==> config.mk <==
export PLATFORM = sky130hd
export DESIGN_NAME = led_trail_fader
export DESIGN_NICKNAME = d
export VERILOG_FILES = /design/src/rtl/led_trail_fader.sv
export SDC_FILE = /design/constraint.sdc
export NUM_CORES = 1
export LEC_CHECK = 0
export CAP_MARGIN = 40
export CORE_MARGIN = 2
export CORE_UTILIZATION = 49
export CTS_CLUSTER_DIAMETER = 40
export DETAILED_ROUTE_END_ITERATION = 16
export PLACE_DENSITY = 0.67
export SKIP_LAST_GASP = 1
export SLEW_MARGIN = 20
export SYNTH_ARGS = -nofsm -noshare
export SYNTH_HDL_FRONTEND = slang
export SYNTH_SLANG_ARGS = --single-unit
==> constraint.sdc <==
create_clock -name CLOCK_50 -period 2.4 [get_ports CLOCK_50]
set_input_delay 0.24 -clock CLOCK_50 [delete_from_list [all_inputs] [get_ports CLOCK_50]]
set_output_delay 0.24 -clock CLOCK_50 [all_outputs]
set_load 0.05 [all_outputs]
==> src/rtl/led_trail_fader.sv <==
// Ten-LED scanner trail: each LED holds a 4-bit brightness that is reloaded by the
// scanner position and decays periodically; brightness is rendered as PWM on LEDR.
module led_trail_fader #(
  parameter int PWM_PRESCALE = 1,
  parameter int DECAY_PERIOD = 1000000
) (
  input  logic       CLOCK_50,
  input  logic       reset_n,
  input  logic [9:0] pos_onehot,
  input  logic       trail_en,
  output logic [9:0] LEDR,
  output logic       active
);

  localparam int PRE_W = (PWM_PRESCALE > 1) ? $clog2(PWM_PRESCALE) : 1;
  localparam int DCY_W = $clog2(DECAY_PERIOD);

  logic [PRE_W-1:0]  pre_cnt;
  logic [3:0]        pwm_cnt;
  logic [DCY_W-1:0]  dcy_cnt;
  logic [9:0][3:0]   lvl;

  logic              pwm_step;
  logic              decay_tick;
  logic [9:0]        pwm_bits;
  logic              any_lit;

  // Brightness never wraps from 0 back to full.
  function automatic logic [3:0] sat_dec(input logic [3:0] v);
    return (v == 4'd0) ? 4'd0 : v - 4'd1;
  endfunction

  assign pwm_step   = (pre_cnt == PRE_W'(PWM_PRESCALE - 1));
  assign decay_tick = (dcy_cnt == DCY_W'(DECAY_PERIOD - 1));

  always_comb begin
    pwm_bits = '0;
    any_lit  = 1'b0;
    for (int i = 0; i < 10; i++) begin
      pwm_bits[i] = (pwm_cnt < lvl[i]);
      any_lit     = any_lit | (lvl[i] != 4'd0);
    end
  end

  always_ff @(posedge CLOCK_50) begin
    if (!reset_n) begin
      pre_cnt <= '0;
      pwm_cnt <= '0;
      dcy_cnt <= '0;
      lvl     <= '0;
      LEDR    <= '0;
      active  <= 1'b0;
    end else begin
      pre_cnt <= pwm_step ? '0 : pre_cnt + PRE_W'(1);
      if (pwm_step)
        pwm_cnt <= pwm_cnt + 4'd1;
      dcy_cnt <= decay_tick ? '0 : dcy_cnt + DCY_W'(1);
      // A load always beats a coincident decay tick.
      for (int i = 0; i < 10; i++) begin
        if (pos_onehot[i])
          lvl[i] <= 4'd15;
        else if (decay_tick)
          lvl[i] <= sat_dec(lvl[i]);
      end
      LEDR   <= trail_en ? pwm_bits : pos_onehot;
      active <= any_lit;
    end
  end

endmodule

==> results of run 1 <==
-- repair_timing --
action                                  CTS  global route
resized for setup                         0             2
endpoints found under the setup margin    0             6
endpoints found under the hold margin     0             0
-- stage by stage --
stage          total power [uW]  utilization  area (um2)
2_1_floorplan              1730            -        3890
3_3_place_gp               1850        0.558        4290
3_5_place_dp               1860        0.558        4290
4_1_cts                    3010        0.589        4520
5_1_grt                    3120        0.589        4530
6_report                   2980        0.589        4530
-- cell families (layout without fill, tap and decap cells) --
kind of cell	Yosys count	after routing	share of synthesized area
AO/OA/AOI/OAI	114	114	0.187
XOR/XNOR	21	21	0.0473
adder cells (fa/ha/maj)	32	32	0.103
buffers and inverters	60	93	0.0628
flip-flops	76	76	0.392
multiplexers	1	1	0.00258
other	1	1	0.000965
AND/OR/NAND/NOR	153	153	0.204
-- path summary, 6_finish.rpt --
path | to | cells after the start | startpoint
setup / recovery | lvl[0]$_SDFFE_PN0P_ | 7 | dcy_cnt[1]$_SDFF_PP0_
hold reg to reg | dcy_cnt[0]$_SDFF_PP0_ | 1 | dcy_cnt[0]$_SDFF_PP0_
setup reg to reg | lvl[0]$_SDFFE_PN0P_ | 7 | dcy_cnt[1]$_SDFF_PP0_
hold / removal | dcy_cnt[0]$_SDFF_PP0_ | 1 | dcy_cnt[0]$_SDFF_PP0_
-- state kept, by name, summed over array words and instances (netlist names) --
name	cells
dcy_cnt	20
active	1
LEDR	10
lvl	40
pre_cnt	1
pwm_cnt	4
-- routing by layer --
layer | track usage | vias up | wire (um)
li1 | - | 1671 | -
met4 | 0.0784 | 0 | 74
met2 | 0.327 | 82 | 3770
met5 | 0 | - | 0
met3 | 0.0355 | 6 | 497
met1 | 0.270 | 1524 | 3920
-- power by group through the flow --
stage	logic (uW)	registers (uW)	clock network, uW
after global placement	421	1430	0
after global routing	480	1420	1220
after detailed placement	430	1430	0
after floorplan	246	1480	0
after CTS	434	1400	1170
final	430	1410	1140
-- critical path, stage by stage (launching register included) --
cell and delay [ps]:
dfxtp_1 340, ha_2 200, nand2_1 80, or4_1 570, or2_1 300, buf_12 180
or3_1 350, a31oi_1 180
-- cells in the mapped netlist, types with 2 or more instances --
library cell   n  area share
a21oi_1       29       0.037
nand4_1        6      0.0097
o32ai_1        9       0.020
o21ai_0       19       0.024
clkbuf_1      12       0.012
o211ai_1      10       0.019
nor2_1        46       0.044
nand2_1       20       0.019
a21o_1        13       0.025
dfxtp_1       76        0.39
nor4_1         6      0.0097
a31oi_1       24       0.039
buf_6          2      0.0058
inv_1         41       0.040
xnor2_1        6       0.014
nor2b_1       11       0.018
or3_1         16       0.026
nor3_1        11       0.014
o31a_1         8       0.018
xor2_1        15       0.034
nand3b_1      10       0.019
nand2b_1      11       0.018
buf_2          3      0.0039
nand3_1        7      0.0090
ha_1          32        0.10
-- layout make-up --
type | instances | area share
inverters | 42 | 0.0348
multi-input cells | 322 | 0.469
repair buffers | 35 | 0.0790
clock buffers | 13 | 0.0373
flip-flops and latches | 76 | 0.336
well taps | 102 | 0.0282
clock inverters | 3 | 0.0149
==> flow_summary.yaml, run 1 <==
floorplan:
  die_y_um: 93.1
  start_util: 0.506
  fp.dieW_um: 93.1
  core_area_mm2: 0.00769
  die_area_mm2: 0.00866
  num_rows: 32
  ioPinCount: 24
final_layout:
  syn_to_final_growth_pct: 16.5
  num_antenna_cells: 0
  multiInputGateArea_mm2: 0.00213
  layout_common_cells: "75 x dfxtp_1, 45 x nor2_1, 41 x inv_1"
  n_fill_cell: 703
  fin_cells: 593
  drive_above_1_share: 0.0652
  layout_commonest_cell: "dfxtp_1"
  fin_nets: 531
  seq_area_mm2: 0.00152
clocking:
  clkLatencyLatePin_ps: 350
  cts-htree-levels: 3
  cts_tree: "done"
  cts-root-buf: "clkbuf_8"
  clock_path_buffers: 2
  cts_hold_buf: 0
  clock-sinks: 76
  numCtsBuffers: 9
  clk_pin_slew_ps: 80
  postCtsSetupBuffers: 0
sta:
  fin_hold_ws_ps: 422
  setup_ws_ps: 128
  max_slew_margin: 0.520
  post-route-period-util: 0.947
  rsz0062_at_grt: "false"
  hold_violations: 0
  fin_skew_ps: 13.2
  setup_viol: 0
  finalSetupTns_ps: 0
  fin_crit_ps: 2270
  tightestPinTransition_ps: 718
  drv_slew: 0
  fmax_ghz: 0.440
placed_design:
  place_congestion: 0.859
  io_buffer_count: 23
  pre_cts_ws_ps: 104
  hpwl_mm: 5.47
  dp.cells: 577
global_routing:
  grt_pass1_vias: 3063
  antenna_found_initial: 0
  grt_overflow_total: 0
  grt.total_usage: 0.202
  grt_pass1_wl_mm: 13.9
  grt_max_degree: 46
synth:
  synth.ff_latch_count: 76
  ys_types: 40
  synth_area_mm2: 0.00389
  ys_async_sr_fraction: 0
  yosysWarnings: 0
  synthFlopType: "dfxtp_1"
  syn_area_per_cell_um2: 8.49
  synthCells: 458
  syn_nets: 503
  ys_seq_area_frac: 0.392
  synth_edf_count: 0
routing:
  vias: 3283
  ant_nets: 0
  totalWireLength_mm: 8.26
  drt_first_pass_iters: 5
  drc: 0
  viasPerCell: 5.54
  drt-initial-drc-count: 155
  wire_per_inst_um: 13.9
pwr:
  leakage_uw: 0.00187
  switching_share: 0.262
  pwr-share-clk: 0.383
  p_comb_frac: 0.144
  p_switching_uw: 779
  pwr-share-seq: 0.472
  p_int_uw: 2200
  vdd_ir_drop_max_v: 0.000337
  p_per_area_mw_per_mm2: 658
worst_setup_path:
  cp_max_fo: 36
  endpoint_kind: "register"
  cp-start-kind: "register"
  r2r_slack_ps: 130
  cp.arrival_ps: 2550
  cp.required_ps: 2680
  critical_path_class: "reg -> reg"
run_status:
  outcome: "finished, final reports clean"
flow_run:
  max_cap_viol_count: 0
min_path:
  hold_class: "reg -> reg"
Power figures use the tool's default switching activity.
==> inputs of run 2 (changes only) <==
--- a/config.mk
+++ b/config.mk
@@ -7,10 +7,10 @@
 export LEC_CHECK = 0
 export CAP_MARGIN = 40
 export CORE_MARGIN = 2
-export CORE_UTILIZATION = 49
+export CORE_UTILIZATION = 30
 export CTS_CLUSTER_DIAMETER = 40
 export DETAILED_ROUTE_END_ITERATION = 16
-export PLACE_DENSITY = 0.67
+export PLACE_DENSITY = 0.45
 export SKIP_LAST_GASP = 1
 export SLEW_MARGIN = 20
 export SYNTH_ARGS = -nofsm -noshare
==> run 2 against run 1 <==
Net effect: non-clock buffer count up 1; routed wire length up 12%; cell count up 12%; final area up 3.6%; core utilization down 22 points; maximum frequency about the same; first-iteration DRC count up 7.1%; hold slack better by 27 ps; critical path type unchanged.
==> flow_summary.yaml, run 2 (synthesis gave the netlist of run 1 again) <==
run_status:
  outcome: "finished, final reports clean"
clocking:
  clock-sinks: 76
  cts_tree: "done"
  cts_hold_buf: 0
  cts_resized: 0
  cts-htree-levels: 3
  cts-root-buf: "clkbuf_16"
  postCtsSetupBuffers: 0
  numCtsBuffers: 9
  clock_path_buffers: 2
  clk_pin_slew_ps: 60
  clkLatencyLatePin_ps: 340
final_layout:
  largest_reg_flops: 40
  top_register: "lvl"
  drive_above_1_share: 0.0650
  syn_to_final_growth_pct: 20.7
  finish.instance_area_mm2: 0.00469
  fin_nets: 532
  largest_registers: "lvl x40, dcy_cnt x20, LEDR x10"
  num_antenna_cells: 0
  layout_commonest_cell: "dfxtp_1"
  layout_common_cells: "76 x dfxtp_1, 45 x nor2_1, 41 x inv_1"
sta:
  setup_viol: 0
  hold_violations: 0
  fin_crit_ps: 2270
  max_slew_margin: 0.540
  tightestPinTransition_ps: 689
  fin_skew_ps: 5.51
  drv_slew: 0
  setup_ws_ps: 127
  rsz0062_at_grt: "false"
  post-route-period-util: 0.947
  fmax_ghz: 0.440
  finalSetupTns_ps: 0
global_routing:
  grt_pass1_vias: 3195
  grt_overflow_total: 0
  antenna_found_initial: 0
  grt_max_degree: 47
  grt_pass1_wl_mm: 15.6
  grt.total_usage: 0.142
placed_design:
  dpl_cell_area_mm2: 0.00438
  io_buffer_count: 23
  place_congestion: 0.749
  hpwl_mm: 6.13
  pre_cts_ws_ps: 124
worst_setup_path:
  endpoint_kind: "register"
  crit_family: "simple AND/OR/NAND/NOR gates"
  crit_buf_inv: 1
  cp_cell_sequence: "ha_2, nand2_1, or4_1, or2_1, buf_12, or3_1, a31oi_1"
  slowest_stage: "or4_1"
  cp-start-kind: "register"
  reg2reg_from: "dcy_cnt[0]$_SDFF_PP0_"
  crit_path_start: "dcy_cnt[0]$_SDFF_PP0_"
  cp.arrival_ps: 2540
  critical_path_class: "reg -> reg"
  max_stage_delay_ps: 560
  cp.required_ps: 2670
  cp_max_fo: 46
flow_run:
  max_cap_viol_count: 0
routing:
  drt-initial-drc-count: 166
  ant_nets: 0
  totalWireLength_mm: 9.26
  drc: 0
  wire_per_inst_um: 13.9
  drt_first_pass_iters: 5
  vias: 3273
  viasPerCell: 4.93
floorplan:
  num_rows: 41
  fp.dieW_um: 118
  die_area_mm2: 0.0139
  core_area_mm2: 0.0126
  ioPinCount: 24
  die_y_um: 118
  start_util: 0.308
pwr:
  leakage_uw: 0.00191
  vdd_ir_drop_max_v: 0.000407
  p_per_area_mw_per_mm2: 688
min_path:
  hp-start: "dcy_cnt[0]$_SDFF_PP0_"
  hold_class: "reg -> reg"
[run 2: changes by cell type in the layout (fill, tap and decap cells not counted)]
| cell | change |
|---|---|
| buf_4 | +1 |
| bufinv_16 | -1 |
| clkbuf_16 | +9 |
| clkbuf_8 | -10 |
| clkinv_2 | +2 |
| dfxtp_1 | +1 |
| dfxtp_2 | -1 |
[run 2: path summary, 6_finish.rpt]
check                                        endpoint  slack (ps)  cells after the start
worst max-delay path             lvl[12]$_SDFFE_PN0P_         130                      7
worst min register to register  dcy_cnt[0]$_SDFF_PP0_         450                      1
worst max register to register   lvl[12]$_SDFFE_PN0P_         130                      7
worst min-delay path            dcy_cnt[0]$_SDFF_PP0_         450                      1
[run 2: cell type report]
cell class | instances | area [um2]
clock buffer | 12 | 256
clock inverter | 4 | 47.5
fill | 1341 | 7930
inverter | 42 | 158
multi-input combinational | 322 | 2130
sequential | 76 | 1520
tap | 172 | 215
timing repair buffer | 36 | 365
[run 2: per-layer routing]
metal / wire [um] / track usage
met3: 407 / 0.0455
met5: 0 / 0
met4: 130 / 0.0407
met1: 4540 / 0.181
met2: 4180 / 0.231
[run 2: power by group]
group / internal (uW) / switching [uW]
combinational: 190 / 247
clock: 858 / 525
sequential: 1340 / 69.7
[run 2: worst register-to-register path: cells and delay by family (launching register included)]
family | cells | cell delay (ps)
AO/OA/AOI/OAI | 1 | 160
adder cells (fa/ha/maj) | 1 | 210
buffers and inverters | 1 | 190
flip-flops | 1 | 350
AND/OR/NAND/NOR | 4 | 1290
[run 2: stage by stage]
| stage | total power (uW) | std cells | util | hold slack (ps) |
|---|---|---|---|---|
| 5_1_grt | 3410 | 664 | 0.372 | 499 |
| 2_1_floorplan | 1730 | 458 | - | 364 |
| 6_report | 3230 | 664 | 0.372 | 449 |
| 3_5_place_dp | 1880 | 648 | 0.347 | 439 |
| 4_1_cts | 3290 | 664 | 0.371 | 453 |
| 3_3_place_gp | 1870 | 648 | 0.347 | 427 |
